$ cat src/rtl/player_kinematics.sv
`default_nettype none
// ============================================================================
// player_kinematics : per-frame player motion with jump/gravity FSM, clamped
//                     position, animation divider and checkpoint/death/respawn
// Revision 1.0
// ============================================================================
module player_kinematics #(
   parameter int PW          = 10,
   parameter int VW          = 6,
   parameter int X_SPEED     = 2,
   parameter int JUMP_V      = 8,
   parameter int GRAVITY     = 1,
   parameter int MAX_FALL    = 6,
   parameter int MAX_JUMPS   = 2,
   parameter int ANIM_DIV    = 4,
   parameter int ANIM_FRAMES = 4,
   parameter int INIT_X      = 96,
   parameter int INIT_Y      = 192,
   parameter int X_MAX       = 608,
   parameter int Y_MAX       = 448,
   localparam int AW = (ANIM_FRAMES > 1) ? $clog2(ANIM_FRAMES) : 1,
   localparam int JW = $clog2(MAX_JUMPS + 1)
) (
   input  logic          Clk,
   input  logic          Reset_n,
   input  logic          frame_clk,
   input  logic [1:0]    move,
   input  logic [3:0]    free,
   input  logic          jump,
   input  logic          dead,
   input  logic          check,
   input  logic          restart,
   input  logic [PW-1:0] map_x,
   input  logic [PW-1:0] map_y,
   output logic [PW-1:0] man_x,
   output logic [PW-1:0] man_y,
   output logic [1:0]    man_state,
   output logic [AW-1:0] anim_frame,
   output logic [JW-1:0] jumps_used,
   output logic          is_right,
   output logic          is_dead,
   output logic          checking
);

   localparam int DW = (ANIM_DIV > 1) ? $clog2(ANIM_DIV) : 1;

   localparam logic [PW-1:0]     c_init_x     = PW'(INIT_X);
   localparam logic [PW-1:0]     c_init_y     = PW'(INIT_Y);
   localparam logic [PW-1:0]     c_x_max      = PW'(X_MAX);
   localparam logic [PW-1:0]     c_y_max      = PW'(Y_MAX);
   localparam logic [PW-1:0]     c_x_speed    = PW'(X_SPEED);
   localparam logic [VW-1:0]     c_jump_vy    = VW'(-JUMP_V);
   localparam logic signed [VW:0] c_gravity   = (VW+1)'(GRAVITY);
   localparam logic signed [VW:0] c_max_fall  = (VW+1)'(MAX_FALL);
   localparam logic [JW-1:0]     c_max_jumps  = JW'(MAX_JUMPS);
   localparam logic [DW-1:0]     c_div_last   = DW'(ANIM_DIV - 1);
   localparam logic [AW-1:0]     c_frame_last = AW'(ANIM_FRAMES - 1);

   localparam logic [1:0] c_st_still = 2'b00;
   localparam logic [1:0] c_st_walk  = 2'b01;
   localparam logic [1:0] c_st_rise  = 2'b10;
   localparam logic [1:0] c_st_fall  = 2'b11;

   typedef enum logic [0:0] {GROUND = 1'b0, AIR = 1'b1} vstate_t;

   logic          fclk_q, fclk_d, jump_prev_q, jump_prev_d;
   logic [PW-1:0] x_q, x_d, y_q, y_d, cp_x_q, cp_x_d, cp_y_q, cp_y_d;
   logic [VW-1:0] vy_q, vy_d;
   vstate_t       vst_q, vst_d;
   logic [1:0]    mstate_q, mstate_d;
   logic [AW-1:0] anim_q, anim_d;
   logic [DW-1:0] div_q, div_d;
   logic [JW-1:0] jumps_q, jumps_d;
   logic          right_q, right_d, dead_q, dead_d, checking_q, checking_d;

   logic          tick, press, right_m;
   logic [PW:0]   x_sum;
   logic [PW+1:0] y_sum;
   logic [PW-1:0] x_m, y_step, y_m;
   logic [VW-1:0] vy_m;
   vstate_t       vst_m;
   logic [JW-1:0] jumps_m;
   logic [1:0]    mstate_m;
   logic [AW-1:0] anim_m;
   logic [DW-1:0] div_m;

   assign tick  = frame_clk & ~fclk_q;
   assign press = jump & ~jump_prev_q;

   function automatic logic [VW-1:0] fall_step(input logic [VW-1:0] v);
      logic signed [VW:0] s;
      s = $signed({v[VW-1], v}) + c_gravity;
      fall_step = (s > c_max_fall) ? c_max_fall[VW-1:0] : s[VW-1:0];
   endfunction

   // Candidate next state for a frame tick.
   always_comb begin
      right_m = right_q;
      x_m     = x_q;
      x_sum   = {1'b0, x_q} + {1'b0, c_x_speed};
      if (move == 2'b01) right_m = 1'b1;
      else if (move == 2'b10) right_m = 1'b0;
      if (move == 2'b01 && free[0])
         x_m = (x_sum > {1'b0, c_x_max}) ? c_x_max : x_sum[PW-1:0];
      else if (move == 2'b10 && free[1])
         x_m = (x_q < c_x_speed) ? '0 : x_q - c_x_speed;

      // Wide signed add so both underflow and overshoot are visible before clamping.
      y_sum  = {2'b00, y_q} + {{(PW+2-VW){vy_q[VW-1]}}, vy_q};
      y_step = y_sum[PW+1] ? '0 :
               (y_sum[PW:0] > {1'b0, c_y_max}) ? c_y_max : y_sum[PW-1:0];

      y_m     = y_q;
      vy_m    = vy_q;
      vst_m   = vst_q;
      jumps_m = jumps_q;
      if (vst_q == GROUND) begin
         if (press) begin
            vy_m = c_jump_vy; jumps_m = JW'(1); vst_m = AIR;
         end else if (free[3]) begin
            vy_m = '0; jumps_m = '0; vst_m = AIR;
         end
      end else if (press && jumps_q < c_max_jumps) begin
         vy_m = c_jump_vy; jumps_m = jumps_q + JW'(1);
      end else if (vy_q[VW-1]) begin
         if (free[2]) begin
            y_m = y_step; vy_m = fall_step(vy_q);
         end else begin
            vy_m = fall_step('0);
         end
      end else if (free[3]) begin
         y_m = y_step; vy_m = fall_step(vy_q);
      end else begin
         vy_m = '0; jumps_m = '0; vst_m = GROUND;
      end

      if (vst_m == AIR) mstate_m = vy_m[VW-1] ? c_st_rise : c_st_fall;
      else              mstate_m = (x_m != x_q) ? c_st_walk : c_st_still;

      anim_m = anim_q;
      div_m  = div_q;
      if (mstate_m != mstate_q) begin
         anim_m = '0; div_m = '0;
      end else if (div_q == c_div_last) begin
         div_m  = '0;
         anim_m = (anim_q == c_frame_last) ? '0 : anim_q + AW'(1);
      end else begin
         div_m = div_q + DW'(1);
      end
   end

   // Restart outranks death, which outranks tick motion.
   always_comb begin
      fclk_d      = frame_clk;
      checking_d  = check;
      cp_x_d      = check ? map_x : cp_x_q;
      cp_y_d      = check ? map_y : cp_y_q;
      jump_prev_d = jump_prev_q;
      x_d = x_q; y_d = y_q; vy_d = vy_q; vst_d = vst_q; mstate_d = mstate_q;
      anim_d = anim_q; div_d = div_q; jumps_d = jumps_q; right_d = right_q; dead_d = dead_q;
      if (restart) begin
         x_d = cp_x_q; y_d = cp_y_q; vy_d = '0; vst_d = GROUND; mstate_d = c_st_still;
         anim_d = '0; div_d = '0; jumps_d = '0; right_d = 1'b1; dead_d = 1'b0;
      end else if (dead) begin
         dead_d = 1'b1;
      end else if (tick && !dead_q) begin
         x_d = x_m; y_d = y_m; vy_d = vy_m; vst_d = vst_m; mstate_d = mstate_m;
         anim_d = anim_m; div_d = div_m; jumps_d = jumps_m; right_d = right_m;
         jump_prev_d = jump;
      end
   end

   always_ff @(posedge Clk) begin
      if (!Reset_n) begin
         fclk_q <= 1'b0; jump_prev_q <= 1'b0; checking_q <= 1'b0;
         x_q <= c_init_x; y_q <= c_init_y; cp_x_q <= c_init_x; cp_y_q <= c_init_y;
         vy_q <= '0; vst_q <= GROUND; mstate_q <= c_st_still;
         anim_q <= '0; div_q <= '0; jumps_q <= '0; right_q <= 1'b1; dead_q <= 1'b0;
      end else begin
         fclk_q <= fclk_d; jump_prev_q <= jump_prev_d; checking_q <= checking_d;
         x_q <= x_d; y_q <= y_d; cp_x_q <= cp_x_d; cp_y_q <= cp_y_d;
         vy_q <= vy_d; vst_q <= vst_d; mstate_q <= mstate_d;
         anim_q <= anim_d; div_q <= div_d; jumps_q <= jumps_d; right_q <= right_d; dead_q <= dead_d;
      end
   end

   assign man_x      = x_q;
   assign man_y      = y_q;
   assign man_state  = mstate_q;
   assign anim_frame = anim_q;
   assign jumps_used = jumps_q;
   assign is_right   = right_q;
   assign is_dead    = dead_q;
   assign checking   = checking_q;

endmodule
`default_nettype wire

$ cat config.mk
export PLATFORM = sky130hd
export DESIGN_NAME = player_kinematics
export DESIGN_NICKNAME = d
export VERILOG_FILES = /design/src/rtl/player_kinematics.sv
export SDC_FILE = /design/constraint.sdc
export NUM_CORES = 1
export LEC_CHECK = 0
export ABC_AREA = 1
export BUFFER_PORTS_ARGS = -buffer_cell sky130_fd_sc_hd__clkbuf_2
export CAP_MARGIN = 20
export CORE_ASPECT_RATIO = 1.4
export CORE_MARGIN = 5
export CORE_UTILIZATION = 30
export DETAILED_ROUTE_END_ITERATION = 6
export GPL_ROUTABILITY_DRIVEN = 0
export GPL_TIMING_DRIVEN = 1
export PLACE_DENSITY = 0.48
export REMOVE_ABC_BUFFERS = 1
export SYNTH_ARGS = -nofsm -noshare
export SYNTH_HDL_FRONTEND = slang
export SYNTH_SLANG_ARGS = --single-unit
$ cat constraint.sdc
create_clock -name Clk -period 2.9 [get_ports Clk]
set_input_delay 0.145 -clock Clk [delete_from_list [all_inputs] [get_ports Clk]]
set_output_delay 0.145 -clock Clk [all_outputs]
set_load 0.01 [all_outputs]
==> summary.md <==
| Metric | Value |
|---|---|
| Count leader, synth | nand2_1 |
| Synth top cells by count | nand2_1 (150), nor2_1 (83), inv_1 (70), dfxtp_1 (59), nand3_1 (42) |
| Core Footprint | about 13000 µm² |
| Num CTS Buffers | 9 |
| # DRC | 0 |
| Fillers | approximately 1.4k |
| Die area | approximately 16000 µm² |
| DRT Pass-1 Iters | 4 |
| Global-route wire length before repair | around 20 mm |
| Mapped Cells | between 600 and 700 |
| Pwr dens | ~450 nW/µm² |
| Post-route minimum period | roughly 2.7 ns |
| Top FF cell, synth | dfxtp_1 |
| IO Port Bufs | 61 |
| Mapped Area | 3975 µm² |
| IO Pins | 62 |
| Critical Path AT | 2.94 ns |
| EDFF count, synth | 0 |
| Psw | around 670 µW |
| Smallest hold slack | ~0.024 ns |
| Peak supply drop | ~250 µV |
| Clk buf depth | 2 |
| Share of post-route cells with drive strength above 1 | between 20% and 30% |
| Clock Power Share | between 40% and 50% |
| Unique cell type count in the Yosys netlist | between 40 and 50 |
| Hold Vio Cnt, Final | 0 |
| Hold_buf cts | 0 |
| Static Leak | ~2.3 nW |
| Worst-path maximum fanout | 5 |
| Area grow syn2layout | 27.48% |
| Post-synth top area cell | dfxtp_1 |
| Initial Util | a little under a third |
| Skew final | roughly 0.0049 ns |
| Clk pin slew, worst setup/hold paths | 0.05 ns |
| Int Power | 1.602 mW |
| YS warnings | 0 |
| DR WL/cell | roughly 14 µm |
| Gr usage total | 15.89% |
| Syn avg cell area | approximately 6.5 µm² |
| Final Cycle Share | approximately 92% |
| CTS root buf | clkbuf_16 |
| Later-pin clock latency in the skew report | around 0.33 ns |
| Run status | complete, no violations |
| Max cap viols | 0 |
| Antenna diode count | 0 |
| Worst min-delay path class | input pin to flop |
| Via count | 4193 |
| Worst EP required | roughly 3.2 ns |
| Final worst slack | around 0.23 ns |
| Ranking of synthesized cells by area | dfxtp_1 (30%), nand2_1 (14%), nor2_1 (7.8%) |
| Largest net degree at the start of global routing | 26 |
| Layout Nets | 745 |
| Final wirelength | approximately 12 mm |
| Top cell type's share of synthesized area | 29.71% |
| Fmax | 374.0 MHz |
| DP Wirelength | 9.373 mm |
| Place WS | -0.002854 ns |
| Reg power frac | 39.2% |
| Switching power share of the total | 29.52% |
| Grt total ovfl | 0 |
| Kind of start point of the critical path | flop |
| Htree depth | 3 |
| Seq/Total Area, Yosys | approximately 30% |
| Rel. slew slack | roughly 44% |
| Critical path endpoint category | flop |
| Max Slew Vio Count | 0 |
| Vias in the first global route | between 4k and 5k |
| CTS tree | yes |
| Die W | approximately 110 µm |
| Die height | around 150 µm |
| DR vias/cell | 4.797 |
| Kind of critical path | flop to flop |
| Comb power frac | 18.5% |
| Ys async rst share | 0% |
| Site row count | between 40 and 50 |
| DR iter-0 viols | roughly 160 |
| Antenna-violating nets left | 0 |
| Final setup vio count | 0 |
| Clock Sinks | between 50 and 60 |
| Initial antenna violation count | 0 |
| Synth Register Bits | just under 60 |
| Worst-margin pin slew | 0.8335 ns |
## sequential cells by signal (all words and copies together) (netlist names), 2 cells and up
register and cells:
cp_y_q 10, man_x 10, man_y 10, anim_frame 2
vy_q 6, div_q 2, jumps_used 2, cp_x_q 10
## power by group through the flow
stage / registers (mW) / clock network [mW] / logic, mW
after floorplan: 0.910 / 0 / 0.241
after global placement: 0.905 / 0 / 0.394
after detailed placement: 0.906 / 0 / 0.397
after CTS: 0.889 / 0.992 / 0.400
after global routing: 0.896 / 1.02 / 0.477
final: 0.890 / 0.963 / 0.421
## per-layer routing
| layer | GRT usage [%] | vias to the layer above | share of wire (%) |
|---|---|---|---|
| met5 | 0 | - | 0 |
| met4 | 7.038 | 0 | 2.7 |
| met2 | 28.20 | 96 | 52 |
| met3 | 3.136 | 23 | 4.5 |
| met1 | 18.15 | 1919 | 41 |
| li1 | - | 2155 | - |
## placed cells by master (no fill, tap or decap), drive strengths merged, types with 2 or more instances in the layout
master | netlist | final
a21oi | 39 | 39
a31oi | 11 | 11
buf | 8 | 25
clkbuf | 11 | 73
clkinv | 2 | 5
dfxtp | 59 | 59
ha | 19 | 19
inv | 72 | 72
nand2 | 159 | 159
nand3 | 51 | 52
nand3b | 2 | 2
nand4 | 7 | 7
nor2 | 89 | 89
nor3 | 5 | 5
nor4 | 2 | 2
o211ai | 3 | 3
o21ai | 42 | 42
o22ai | 2 | 2
xnor2 | 3 | 3
xor2 | 15 | 15
## layout make-up
| class | instances | area, µm² | area share (%) |
|---|---|---|---|
| multi-input combinational | 462 | 2615 | 51.60 |
| sequential | 59 | 1195 | 23.58 |
| tap | 178 | 222.7 | 4.395 |
| inverter | 74 | 280.3 | 5.531 |
| clock inverter | 3 | 15.01 | 0.2963 |
| clock buffer | 12 | 246.5 | 4.864 |
| timing repair buffer | 86 | 493.0 | 9.728 |
## worst paths after layout
kind                                        startpoint                          to  slack, ns  cells past startpoint
worst min register to register  cp_y_q[4]$_SDFFE_PN0P_      cp_y_q[4]$_SDFFE_PN0P_       0.45                      2
worst min-delay path                          map_y[6]      cp_y_q[6]$_SDFFE_PN1P_       0.02                      3
worst max register to register   man_x[1]$_SDFFE_PN0P_  anim_frame[0]$_SDFFE_PP0P_       0.23                     20
worst max-delay path             man_x[1]$_SDFFE_PN0P_  anim_frame[0]$_SDFFE_PP0P_       0.23                     20
## through the flow
stage	setup TNS (ns)	util (%)	power, mW	instances	area, µm²
after CTS	0	37.30	2.281	869	4825
after detailed placement	-0.002854	35.27	1.303	854	4563
final	0	39.17	2.273	874	5067
after global routing	-0.07550	39.17	2.394	874	5067
after floorplan	0	-	1.150	594	3877
after global placement	0	35.27	1.299	854	4563
## logic make-up (layout without fill, tap and decap cells)
logic type	after synthesis	in the layout	share of synthesized area, %
and+or+nand+nor	317	318	35.38
AOI/OAI and AO/OA	106	106	14.83
buffers and inverters	93	175	9.443
DFF	59	59	29.71
adders and majority gates	20	20	6.484
xor gates and xnor gates	18	18	4.155
## timing repair
item / CTS / global route
setup buffers: 0 / 4
cloned: 0 / 1
resized for setup: 1 / 51
setup endpoints to repair: 2 / 13
pin swaps: 0 / 15
## worst max-delay path: stages, from the launching register on
cell	delay (ns)
dfxtp_4	0.39
ha_4	0.15
nand2_4	0.07
nor2_4	0.22
xor2_4	0.20
nand2_2	0.09
nor2_4	0.17
o21ai_4	0.10
nand3_1	0.14
nand2_1	0.09
nand2_1	0.09
nand3_2	0.09
nor2_4	0.11
nand3_2	0.10
nand2_2	0.09
nand2_2	0.06
nand2_4	0.08
nand3_4	0.09
nand3_1	0.08
nand2_1	0.06
nor2_1	0.13
Power figures use the tool's default switching activity.
